**src/rtl/operand_entry.sv**
```systemverilog
// operand_entry: assembles ASCII keystrokes into two packed-BCD operands plus operator,
// presenting the finished expression to the arithmetic unit over a valid/ready handshake.
//
// Ports:
//   clk, rst_n             clock, synchronous active-low reset
//   key_valid, key_code    key strobe and ASCII code
//   key_ready              entry accepts a key this cycle
//   reg_num1, cnt1         operand 1 (ones digit in [3:0]) and its digit count
//   reg_num2, cnt2         operand 2, same packing
//   sym                    operator code 8'h61..8'h64 (add/sub/mul/div)
//   op_valid, op_ready     expression handshake to the arithmetic unit
//   err                    one-cycle pulse for a rejected key
//
// Build option: define BACKSPACE_EN to make key 8'h08 delete the last entry.
module operand_entry #(
    parameter int MAX_DIGITS = 3
) (
    input  logic                               clk,
    input  logic                               rst_n,
    input  logic                               key_valid,
    input  logic [7:0]                         key_code,
    output logic                               key_ready,
    output logic [4*MAX_DIGITS-1:0]            reg_num1,
    output logic [$clog2(MAX_DIGITS+1)-1:0]    cnt1,
    output logic [4*MAX_DIGITS-1:0]            reg_num2,
    output logic [$clog2(MAX_DIGITS+1)-1:0]    cnt2,
    output logic [7:0]                         sym,
    output logic                               op_valid,
    input  logic                               op_ready,
    output logic                               err
);

    localparam int NW = 4 * MAX_DIGITS;
    localparam int CW = $clog2(MAX_DIGITS + 1);
    localparam logic [CW-1:0] CMAX = CW'(MAX_DIGITS);
    localparam logic [CW-1:0] CONE = CW'(1);

    typedef enum logic [1:0] {OPA, OPB, DONE} state_t;

    state_t          state_q, state_d;
    logic [NW-1:0]   num1_q, num1_d;
    logic [NW-1:0]   num2_q, num2_d;
    logic [CW-1:0]   cnt1_q, cnt1_d;
    logic [CW-1:0]   cnt2_q, cnt2_d;
    logic [7:0]      sym_q, sym_d;
    logic            key_ready_q, key_ready_d;
    logic            op_valid_q, op_valid_d;
    logic            err_q, err_d;

    logic            is_digit, is_op, is_eq, is_clr, is_bs;
    logic            clear_all;
    logic [3:0]      digit;

    assign is_digit = (key_code >= 8'h30) && (key_code <= 8'h39);
    assign is_op    = (key_code >= 8'h61) && (key_code <= 8'h64);
    assign is_eq    = (key_code == 8'h65);
    assign is_clr   = (key_code == 8'h1B);
    assign is_bs    = (key_code == 8'h08);
    assign digit    = key_code[3:0];

    always_comb begin
        state_d   = state_q;
        num1_d    = num1_q;
        num2_d    = num2_q;
        cnt1_d    = cnt1_q;
        cnt2_d    = cnt2_q;
        sym_d     = sym_q;
        err_d     = 1'b0;
        clear_all = 1'b0;

        if (state_q == DONE) begin
            clear_all = op_ready;
        end else if (key_valid) begin
            unique case (1'b1)
                is_digit: begin
                    if (state_q == OPA) begin
                        if (cnt1_q < CMAX) begin
                            num1_d = {num1_q[NW-5:0], digit};
                            cnt1_d = cnt1_q + CONE;
                        end else begin
                            err_d = 1'b1;
                        end
                    end else begin
                        if (cnt2_q < CMAX) begin
                            num2_d = {num2_q[NW-5:0], digit};
                            cnt2_d = cnt2_q + CONE;
                        end else begin
                            err_d = 1'b1;
                        end
                    end
                end
                is_op: begin
                    if (state_q == OPA) begin
                        if (cnt1_q != '0) begin
                            sym_d   = key_code;
                            state_d = OPB;
                        end else begin
                            err_d = 1'b1;
                        end
                    end else if (cnt2_q == '0) begin
                        // Operator typed twice in a row: last one wins.
                        sym_d = key_code;
                    end else begin
                        err_d = 1'b1;
                    end
                end
                is_eq: begin
                    if (state_q == OPA || cnt2_q == '0) begin
                        err_d = 1'b1;
                    end else if (sym_q == 8'h64 && num2_q == '0) begin
                        // Refuse to hand a divide-by-zero downstream.
                        err_d = 1'b1;
                    end else begin
                        state_d = DONE;
                    end
                end
                is_clr: begin
                    clear_all = 1'b1;
                end
`ifdef BACKSPACE_EN
                is_bs: begin
                    if (state_q == OPA) begin
                        if (cnt1_q != '0) begin
                            num1_d = num1_q >> 4;
                            cnt1_d = cnt1_q - CONE;
                        end else begin
                            err_d = 1'b1;
                        end
                    end else if (cnt2_q != '0) begin
                        num2_d = num2_q >> 4;
                        cnt2_d = cnt2_q - CONE;
                    end else begin
                        // Backing over the operator reopens operand 1.
                        sym_d   = 8'h00;
                        state_d = OPA;
                    end
                end
`endif
                default: begin
                    err_d = 1'b1;
                end
            endcase
        end

        if (clear_all) begin
            state_d = OPA;
            num1_d  = '0;
            num2_d  = '0;
            cnt1_d  = '0;
            cnt2_d  = '0;
            sym_d   = 8'h00;
        end

        key_ready_d = (state_d != DONE);
        op_valid_d  = (state_d == DONE);
    end

    always_ff @(posedge clk) begin
        if (!rst_n) begin
            state_q     <= OPA;
            num1_q      <= '0;
            num2_q      <= '0;
            cnt1_q      <= '0;
            cnt2_q      <= '0;
            sym_q       <= 8'h00;
            key_ready_q <= 1'b1;
            op_valid_q  <= 1'b0;
            err_q       <= 1'b0;
        end else begin
            state_q     <= state_d;
            num1_q      <= num1_d;
            num2_q      <= num2_d;
            cnt1_q      <= cnt1_d;
            cnt2_q      <= cnt2_d;
            sym_q       <= sym_d;
            key_ready_q <= key_ready_d;
            op_valid_q  <= op_valid_d;
            err_q       <= err_d;
        end
    end

    assign key_ready = key_ready_q;
    assign op_valid  = op_valid_q;
    assign err       = err_q;
    assign reg_num1  = num1_q;
    assign reg_num2  = num2_q;
    assign cnt1      = cnt1_q;
    assign cnt2      = cnt2_q;
    assign sym       = sym_q;

endmodule
```
**config.mk**
```make
export PLATFORM = sky130hd
export DESIGN_NAME = operand_entry
export DESIGN_NICKNAME = d
export VERILOG_FILES = /design/src/rtl/operand_entry.sv
export SDC_FILE = /design/constraint.sdc
export NUM_CORES = 1
export LEC_CHECK = 0
export ABC_AREA = 1
export BUFFER_PORTS_ARGS = -buffer_cell sky130_fd_sc_hd__buf_2
export CORE_MARGIN = 1.5
export CORE_UTILIZATION = 47
export DETAILED_ROUTE_END_ITERATION = 12
export PLACE_DENSITY = 0.75
export SLEW_MARGIN = 20
export SYNTH_ARGS = -nofsm -noshare
export SYNTH_HDL_FRONTEND = slang
export SYNTH_SLANG_ARGS = --single-unit
```
**constraint.sdc**
```tcl
create_clock -name clk -period 1.3 [get_ports clk]
set_input_delay 0.065 -clock clk [delete_from_list [all_inputs] [get_ports clk]]
set_output_delay 0.065 -clock clk [all_outputs]
set_load 0.03 [all_outputs]
```
# ---- Word level (Yosys, flattened, before mapping)
# Index checks and enable logic that the tools add are counted.
dict set report classes {
  add_sub_neg 2
  order_cmp 6
  eq_ne 7
  mux 23
  bitwise 4
  n_reduce_logical 14
}
# cell count
set ops {}
lappend ops {{8-bit 2-to-1 mux} 3}
lappend ops {{8-bit by 7-bit equality test with 1-bit output, second input constant} 2}
lappend ops {{5-bit AND reduction} 3}
lappend ops {{2-bit 2-to-1 mux} 7}
lappend ops {{12-bit logical NOT} 1}
lappend ops {{1-bit 2-to-1 mux} 11}
lappend ops {{8-bit by 5-bit equality test with 1-bit output, second input constant} 1}
lappend ops {{8-bit by 6-bit greater-or-equal comparator with 1-bit output, second input constant} 1}
lappend ops {{8-bit by 7-bit greater-or-equal comparator with 1-bit output, second input constant} 1}
lappend ops {{8-bit by 6-bit <= comparator with 1-bit output, second input constant} 1}
lappend ops {{8-bit by 7-bit <= comparator with 1-bit output, second input constant} 1}
lappend ops {{2-bit by 1-bit adder with 2-bit output, second input constant} 2}
lappend ops {{2-bit equality test, second input constant} 2}
lappend ops {{2-bit logical NOT} 2}
lappend ops {{2-bit < comparator, second input constant} 2}
lappend ops {{1-bit NOT} 4}
lappend ops {{1-bit one-hot mux with 4 select lines} 1}
lappend ops {{2-bit one-hot mux with 2 select lines} 1}
lappend ops {{2-bit nonzero test} 2}
lappend ops {{1-bit logical AND} 3}
lappend ops {{3-bit OR reduction} 1}
lappend ops {{2-bit by 1-bit != test with 1-bit output, second input constant} 1}
lappend ops {{2-bit != test, second input constant} 1}
lappend ops {{2-bit OR reduction} 1}
lappend ops {{1-bit logical OR} 1}
dict set report totals {
  ff_bits 41
  input_bits 12
  output_inout_bits 39
  wordCells 65
}

# ---- Depth between registers and ports, before layout
# Gate-level depths: netlist (run 1).
dict set report logic_depth {
  word_depth 9
  depth_mapped 12
  ltp_nobuf 12
}

# ---- Worst setup path after synthesis (run 1)
# No wires, ideal clock.
dict set report synth_timing {
  path_type {reg2reg}
  startpoint {register cnt2_q[0], in the netlist cnt2[0]}
  endpoint {register sym_q[5], in the netlist sym[5]}
  setup_time_ns 0.115
  arrival_ns 1.428
  required_ns 1.185
  setup_slack_ns -0.242
  path_stages_with_launch 8
  synth_period_minus_slack_ns 1.542
  path_cell_list {dfxtp_1 -> inv_1 -> ha_1 -> o21ai_1 -> nor3_2 -> nand3_2 -> clkinv_2 -> o21a_1}
}
dict set report synth_between {
  elab_chain_len 3
}
# element line_no
set synth_lines {}
lappend synth_lines {{start: declaration} 44} ;# logic [CW-1:0] cnt2_q, cnt2_d;
lappend synth_lines {{start signal: assignment} 174} ;# cnt2_q <= cnt2_d;
lappend synth_lines {{2-bit logical NOT} 100} ;# end else if (cnt2_q == '0) begin
lappend synth_lines {{2-bit nonzero test (no line)} -}
lappend synth_lines {{5-bit AND reduction (no line)} -}
lappend synth_lines {{end signal: assignment} 175} ;# sym_q <= sym_d;
lappend synth_lines {{end: declaration} 45} ;# logic [7:0] sym_q, sym_d;
# Every way passes these cells.
# A chain may end at the register's enable or synchronous reset.

# ---- Final worst setup path (run 1)
dict set report layout_timing {
  startpoint {register cnt2_q[0], in the netlist cnt2[0]}
  endpoint {register sym_q[6], in the netlist sym[6]}
}
# Same word-level chain as after synthesis.

==> results.cfg, run 1 <==
[clock_tree]
clkLatencyLatePin_ps = 300
htree_levels = 2
numCtsBuffers = 5
clockBufferDepth = 2
cts_tree = done
clock-sinks = 41
clk_pin_slew_ps = 80
hold_buffers = 0
cts-root-buf = clkbuf_8

[finish]
area_growth_pct = 54.8
nets = 370
diodes = 0
nFillCells = 280
regArea_sq_um = 841
drive_above_1_share_pct = 51.4
multi_input_area_sq_um = 1110
fin_area_sq_um = 2960

[yosys]
yosys.area.top_type = dfxtp_1
yosysUniqueCellTypes = 27
synth_common_cells = nand2_1 (81), dfxtp_1 (41), nor2_1 (31)
synth_compound_area_share_pct = 13.2
synth_area_leaders = dfxtp_1 (43%), nand2_1 (16%), a21oi_1 (6.3%), nor2_1 (6.1%), inv_1 (3.9%)
synth_nets = 274
seq_area_frac_synth_pct = 42.9
synth_top_family_by_area = simple AND/OR/NAND/NOR gates
synth.top_cell.area_share_pct = 42.9
synthSimpleGateAreaFrac_pct = 31.9
dominantRegCellSynth = dfxtp_1
synth_xor_area_share_pct = 0
synthAdderAreaFrac_pct = 2.62
synth_seq_cells = 41
postSynthAreaPerCell_sq_um = 7.41
yosysWarnings = 0
netlist_area_sq_um = 1910
synth_cells = 258
synth_edf_count = 0
synth.most_common_cell = nand2_1
synth_mux_area_share_pct = 0
async_flop_share_pct = 0

[min_path]
hold_path.class = primary input to register
whs_path_depth = 3

[detailed_routing]
detail_route.wl_per_cell_microns = 13.4
routed_via_density = 4.97
routed_wl_mm = 5.40
drt.antenna.violating_nets = 0
via_count = 2007
first_iter_violations = 75
drc_errors = 0
first_pass_iters = 4

[global_routing]
grt_pass1_wl_mm = 7.00
grt_antenna_before_repair = 0
grt_max_degree = 15
grt_pass1_vias = 1608
gr-total-overflow = 0
track_usage_pct = 20.9

[timing]
final-max-slew-violation-count = 0
fmax_mhz = 715
period_minus_slack_ps = 1400
fin_crit_sh_pct = 108
hold_violations = 0
tightest_slew_ps = 386
rsz0062_at_grt = yes
setup_viol = 7
fin_skew_ps = 8.43
setup_slack_ps = -97.7
holdWs_ps = 47.5
worst_slew_margin_rel_pct = 74.1

[worst_setup_path]
startpoint_type = register
arrival_ps = 1590
crit_family = flip-flops
cp.depth = 7
path_cells = inv_4 -> ha_4 -> o21ai_4 -> nor3_2 -> nand3_2 -> clkinv_4 -> o21a_1
cp-end-kind = register
cp_max_fo = 7
path_buf_inv = 2
worst-r2r-cell-count = 7
cp_data_required_time_ps = 1490
slowest_delay_ps = 390
critical_path_class = register to register
critPathSlowestCell = dfxtp_4

[status]
status = finished with violations
violations = setup timing

[floorplanning]
die_w_microns = 66.8
core_area_sq_um = 3940
start_util_pct = 48.5
die-area_sq_um = 4460
die_h_microns = 66.8
rows = 23
io_pins = 51

[power]
p_leak_nw = 1.37
switching_share_pct = 25.4
combPwrFrac_pct = 13.1
internal_power_mw = 1.82
pwr_density_cell_nw_per_um2 = 824
power_frac_clock_pct = 34.9
vdd_drop_max_uv = 562
total_power_mw = 2.44
power_frac_seq_pct = 52.0
p_sw_mw = 0.620

[placement]
place_congestion = 0.784
placed_area_sq_um = 2440
dp_hpwl_mm = 3.19
port_buffers = 50

[job]
max-cap-violations = 0
## layout by cell type, fill, tap and decap left out, types with 3 or more instances in the layout
cell type  instances
nor2_4             5
buf_4             31
buf_6              4
dfxtp_1           35
nand3_1            9
a211oi_2           5
buf_12             3
a21oi_1           10
buf_2             50
clkinv_4           3
clkbuf_8           6
inv_1             14
nand2_4            3
nor2_1            28
inv_4              4
dfxtp_4            5
nand2_2           13
clkbuf_16          4
ha_4               3
nand2_1           65
a21oi_2           18
inv_2             10
nor3_1             3
## what timing repair did
| action | CTS | global route |
|---|---|---|
| pin swaps | 3 | 5 |
| gates resized for setup | 13 | 56 |
| setup endpoints to repair | 17 | 41 |
| buffers inserted | 4 | 6 |
| cloned | 2 | 6 |
## tightest hold or removal path, delay by kind of cell
family / cells / cell delay, ps
buffers and inverters: 2 / 210
AND/OR/NAND/NOR: 1 / 40
## cell families after synthesis
logic type,count (synthesis)
AOI/OAI and AO/OA,40
adders and majority gates,4
buffers and inverters,37
DFF,41
and+or+nand+nor,136
## per-stage QoR
step	utilization [%]	cells	setup slack, ps	setup TNS, ps
detailed placement	61.9	379	-62.0	-728
floorplan	-	258	-14.0	-46.2
global placement	61.9	379	-45.5	-229
CTS	66.5	392	-56.0	-175
finish	75.1	404	-97.7	-401
global route	75.1	404	-137	-1860
## routing by layer
layer,track usage (%),part of all wire [%],up-vias,wire length [microns]
met5,0,0,-,0
met1,26.7,43,935,2300
met3,6.25,5.4,7,293
met2,33.6,51,58,2740
li1,-,-,1007,-
met4,7.14,1.2,0,66
## layout make-up
cell class,count,area share (%)
multi-input combinational,180,37.5
sequential,41,28.4
timing repair buffer,93,23.8
inverter,30,4.56
clock buffer,6,2.79
tap,50,2.11
timing repair inverter,3,0.634
clock inverter,1,0.211
## registers in the layout (all words and copies together), names as in the netlist
name / count
op_valid: 1
key_ready: 1
reg_num1: 12
state_q: 2
err: 1
sym: 8
cnt1: 2
reg_num2: 12
cnt2: 2
## final timing paths
check                from      endpoint  slack, ps
min reg2reg  reg_num1[10]  reg_num1[10]        460
max reg2reg       cnt2[0]        sym[6]       -100
max               cnt2[0]        sym[6]       -100
min                 rst_n    state_q[0]         50
## power by group through the flow
stage / Combinational [mW] / Clock [mW] / Sequential [mW]
3_3_place_gp: 0.237 / 0 / 1.30
6_report: 0.319 / 0.852 / 1.27
3_5_place_dp: 0.239 / 0 / 1.30
2_1_floorplan: 0.120 / 0 / 1.31
4_1_cts: 0.255 / 0.864 / 1.27
5_1_grt: 0.339 / 0.923 / 1.27
Power figures use the tool's default switching activity.
==> run 2: changes to the inputs <==
CAP_MARGIN = 10   (was unset)
CORE_ASPECT_RATIO = 1.5   (was unset)
SLEW_MARGIN = unset   (was 20)
==> results.cfg, run 2 (synthesized netlist as in run 1, its figures left out) <==
[finish]
nFillCells = 293
most-common-layout-cells = nand2_1 (66), buf_2 (51), dfxtp_1 (30)
diodes = 0
drive_above_1_share_pct = 55.6
fin_area_sq_um = 2960
layout_commonest_cell = nand2_1
postLayoutCoreUtil_pct = 75.4
nets = 369
area_growth_pct = 54.8

[detailed_routing]
drc_errors = 0
routed_wl_mm = 5.89
first_iter_violations = 81
first_pass_iters = 4
drt.antenna.violating_nets = 0
routed_via_density = 5.25
via_count = 2093
detail_route.wl_per_cell_microns = 14.8

[global_routing]
grt_max_degree = 14
grt_antenna_before_repair = 0
grt_pass1_wl_mm = 8.18
grt_pass1_vias = 1941
track_usage_pct = 24.8
gr-total-overflow = 0

[placement]
place_ws_ps = -91.3
placed_area_sq_um = 2410
place_congestion = 0.904
port_buffers = 50
dp_hpwl_mm = 3.42

[power]
pwr_density_cell_nw_per_um2 = 900
p_leak_nw = 1.37
vdd_drop_max_uv = 881

[floorplanning]
rows = 28
die_h_microns = 81.1
die-area_sq_um = 4470
start_util_pct = 48.7
die_w_microns = 55.1
io_pins = 51
core_area_sq_um = 3920

[clock_tree]
clock-sinks = 41
clockBufferDepth = 2
cts_tree = done
clkLatencyLatePin_ps = 300
numCtsBuffers = 5
cts-root-buf = clkbuf_8
clk_pin_slew_ps = 80
htree_levels = 2

[worst_setup_path]
startpoint_type = register
cp_data_required_time_ps = 1510
arrival_ps = 1680
cp_max_fo = 8
critical_path_class = register to register
cp-end-kind = register

[timing]
fin_crit_sh_pct = 113
setup_slack_ps = -167
final-max-slew-violation-count = 0
rsz0062_at_grt = yes
worst_slew_margin_rel_pct = 70.8
hold_violations = 0
setup_viol = 35
period_minus_slack_ps = 1470
fmax_mhz = 682
fin_skew_ps = 5.74
tightest_slew_ps = 435

[status]
status = finished with violations
violations = setup timing

[job]
max-cap-violations = 0

[min_path]
hold_path.class = primary input to register
run 2: cell count changes in the layout (fill, tap and decap cells not counted), sizes merged:
cell	before	now
clkinv	5	1
buf	89	93
bufinv	0	1
inv	29	30
clkbuf	10	8
run 2: metal layers:
layer | part of all wire (%) | track usage, % | vias up | wire [microns]
met1 | 38 | 28.1 | 996 | 2250
met4 | 3.1 | 12.2 | 0 | 185
met3 | 4.1 | 4.78 | 19 | 243
met5 | 0 | 0 | - | 0
li1 | - | - | 1008 | -
met2 | 54 | 42.7 | 70 | 3210
run 2: worst paths after layout:
path / endpoint / slack [ps] / depth (start not counted) / startpoint
max reg2reg: reg_num1[1] / -170 / 7 / state_q[0]
max: reg_num1[1] / -170 / 7 / state_q[0]
min: state_q[0] / 30 / 3 / rst_n
min reg2reg: reg_num1[9] / 450 / 2 / reg_num1[9]
run 2: critical path, cell delays in order, from the launching register on:
cell and delay, ps:
dfxtp_4 370, nor2_4 220, inv_2 80, nor2_4 140, nand3_4 170, inv_8 150
nor2_2 50, a211oi_2 200
run 2: final cells by class:
class | count | area, sq um | share of cell area [%]
well taps | 45 | 56.3 | 1.90
repair inverters | 1 | 6.26 | 0.211
repair buffers | 94 | 657 | 22.2
flip-flops and latches | 41 | 847 | 28.6
multi-input cells | 180 | 1140 | 38.5
clock inverters | 1 | 30.0 | 1.01
clock buffers | 7 | 86.3 | 2.92
inverters | 30 | 138 | 4.65
run 2: report_power, final:
part / total [mW] / internal (mW) / switching, mW / leakage, nW
clock: 1.07 / 0.626 / 0.445 / 0.0585
combinational: 0.323 / 0.132 / 0.191 / 0.972
sequential: 1.27 / 1.26 / 0.0117 / 0.338
run 2: through the flow:
step	setup TNS [ps]	cells	hold WS (ps)	power, mW
after detailed placement	-585	375	352	1.53
after CTS	-713	391	32.4	2.60
after global routing	-5170	399	36.5	2.74
after floorplan	-46.2	258	177	1.43
final	-3070	399	29.0	2.66
after global placement	-292	375	354	1.52
run 2: what timing repair did:
action                     4_1_cts  5_1_grt
setup endpoints to repair       18       41
buffers inserted                 6        8
gates resized for setup         16       72
hold buffers                     0        0
cloned                           2        1
pin swaps                        4       19
==> run 3: changes to the inputs <==
RECOVER_POWER = 50   (was unset)
clock period = 1.21 ns   (was 1.3 ns; I/O delays follow)
==> results.cfg, run 3 (synthesized netlist as in run 1, its figures left out) <==
[detailed_routing]
detail_route.wl_per_cell_microns = 14.4
drt.antenna.violating_nets = 0
first_iter_violations = 76
first_pass_iters = 4
drc_errors = 0
routed_via_density = 5.08
via_count = 2159
routed_wl_mm = 6.10

[finish]
multi_input_area_sq_um = 1100
area_growth_pct = 62.2
drive_above_1_share_pct = 54.7
diodes = 0
nets = 395
regArea_sq_um = 858
most-common-layout-cells = nand2_1 (62), buf_4 (59), buf_2 (31)
nFillCells = 273
layout_commonest_cell = nand2_1

[status]
violations = setup timing
status = finished with violations

[timing]
period_minus_slack_ps = 1450
rsz0062_at_grt = yes
tightest_slew_ps = 391
fmax_mhz = 688
fin_crit_sh_pct = 120
holdWs_ps = 37.1
final-max-slew-violation-count = 0
fin_setup_tns_ps = -6530
hold_violations = 0
worst_slew_margin_rel_pct = 74.0
fin_skew_ps = 3.26
setup_slack_ps = -244
setup_viol = 41

[worst_setup_path]
r2r-start = state_q[0]
cp-startpoint = state_q[0]
critical_path_class = register to register
startpoint_type = register
reg2reg_slack_ps = -240
worst-r2r-cell-count = 7
arrival_ps = 1640
cp_max_fo = 6
cp_data_required_time_ps = 1390
cp-end-kind = register

[power]
vdd_drop_max_uv = 955
p_leak_nw = 1.40
p_sw_mw = 0.680
internal_power_mw = 2.11
power_frac_seq_pct = 48.7
power_frac_clock_pct = 37.7
pwr_density_cell_nw_per_um2 = 901
switching_share_pct = 24.3
combPwrFrac_pct = 13.6

[floorplanning]
die_w_microns = 55.1
core_area_sq_um = 3920
die-area_sq_um = 4470
die_h_microns = 81.1
start_util_pct = 48.7
io_pins = 51
rows = 28

[global_routing]
grt_max_degree = 15
grt_pass1_wl_mm = 8.54
grt_pass1_vias = 2011
track_usage_pct = 26.1
grt_antenna_before_repair = 0
gr-total-overflow = 0

[clock_tree]
numCtsBuffers = 5
clk_pin_slew_ps = 80
cts-root-buf = clkbuf_8
clock-sinks = 41
clockBufferDepth = 2
clkLatencyLatePin_ps = 290
cts_tree = done
htree_levels = 2

[placement]
dp_hpwl_mm = 3.73
place_congestion = 0.828
port_buffers = 50

[min_path]
hold_path.class = primary input to register
whs_path_depth = 3
min_from = rst_n

[job]
max-cap-violations = 0
-- run 3: cell types whose count changed in the layout (fill, tap and decap cells not counted), moves of 5 or more --
cell,change
nand2_2,+5
dfxtp_2,+9
buf_4,+30
clkbuf_1,+19
nor2_1,+7
buf_6,-5
inv_4,+5
dfxtp_1,-9
buf_2,-20
nor2_2,-6
-- run 3: what timing repair did --
| item | in CTS | in global routing |
|---|---|---|
| gates resized for setup | 24 | 40 |
| gates cloned | 3 | 1 |
| hold buffers | 0 | 0 |
| buffers inserted | 5 | 7 |
| pin swaps | 2 | 10 |
| setup endpoints to repair | 41 | 41 |
-- run 3: metrics by stage --
stage	std cells	setup WS [ps]	utilization (%)	instance area, sq um	power [mW]
floorplan	258	-90.4	-	1990	1.54
global placement	401	-91.7	68.1	2670	1.68
detailed placement	401	-161	68.1	2670	1.69
CTS	417	-138	74.5	2920	2.75
global route	425	-302	79.0	3100	2.89
finish	425	-244	79.0	3100	2.79
-- run 3: layout make-up --
cell class                 instances  area share, %
tap                               45           1.82
clock buffer                       8           3.59
timing repair inverter             2          0.484
inverter                          30           4.44
multi-input combinational        180           35.5
sequential                        41           27.7
timing repair buffer             119           26.5
-- run 3: power groups by stage --
| stage | sequential [mW] | combinational [mW] | clock, mW |
|---|---|---|---|
| 6_report | 1.36 | 0.380 | 1.05 |
| 5_1_grt | 1.36 | 0.405 | 1.13 |
| 2_1_floorplan | 1.41 | 0.130 | 0 |
| 3_3_place_gp | 1.39 | 0.289 | 0 |
| 3_5_place_dp | 1.39 | 0.295 | 0 |
| 4_1_cts | 1.36 | 0.318 | 1.07 |
-- run 3: path summary, 6_finish.rpt --
path / end
min reg2reg: reg_num1[11]
max: cnt1[1]
max reg2reg: cnt1[1]
min: state_q[0]
-- run 3: worst max-delay path, cell delays in order, from the launching register on --
cell,delay [ps]
dfxtp_4,370
nor2_4,240
inv_2,90
nor2_4,130
nand3_4,170
buf_6,200
nor2_2,100
a211oi_2,50
-- run 3: metal layers --
metal | track usage (%) | wire length, microns | share of wire, %
met1 | 28.9 | 2320 | 38
met2 | 47.5 | 3450 | 57
met3 | 4.23 | 215 | 3.5
met4 | 9.76 | 110 | 1.8
met5 | 0 | 0 | 0
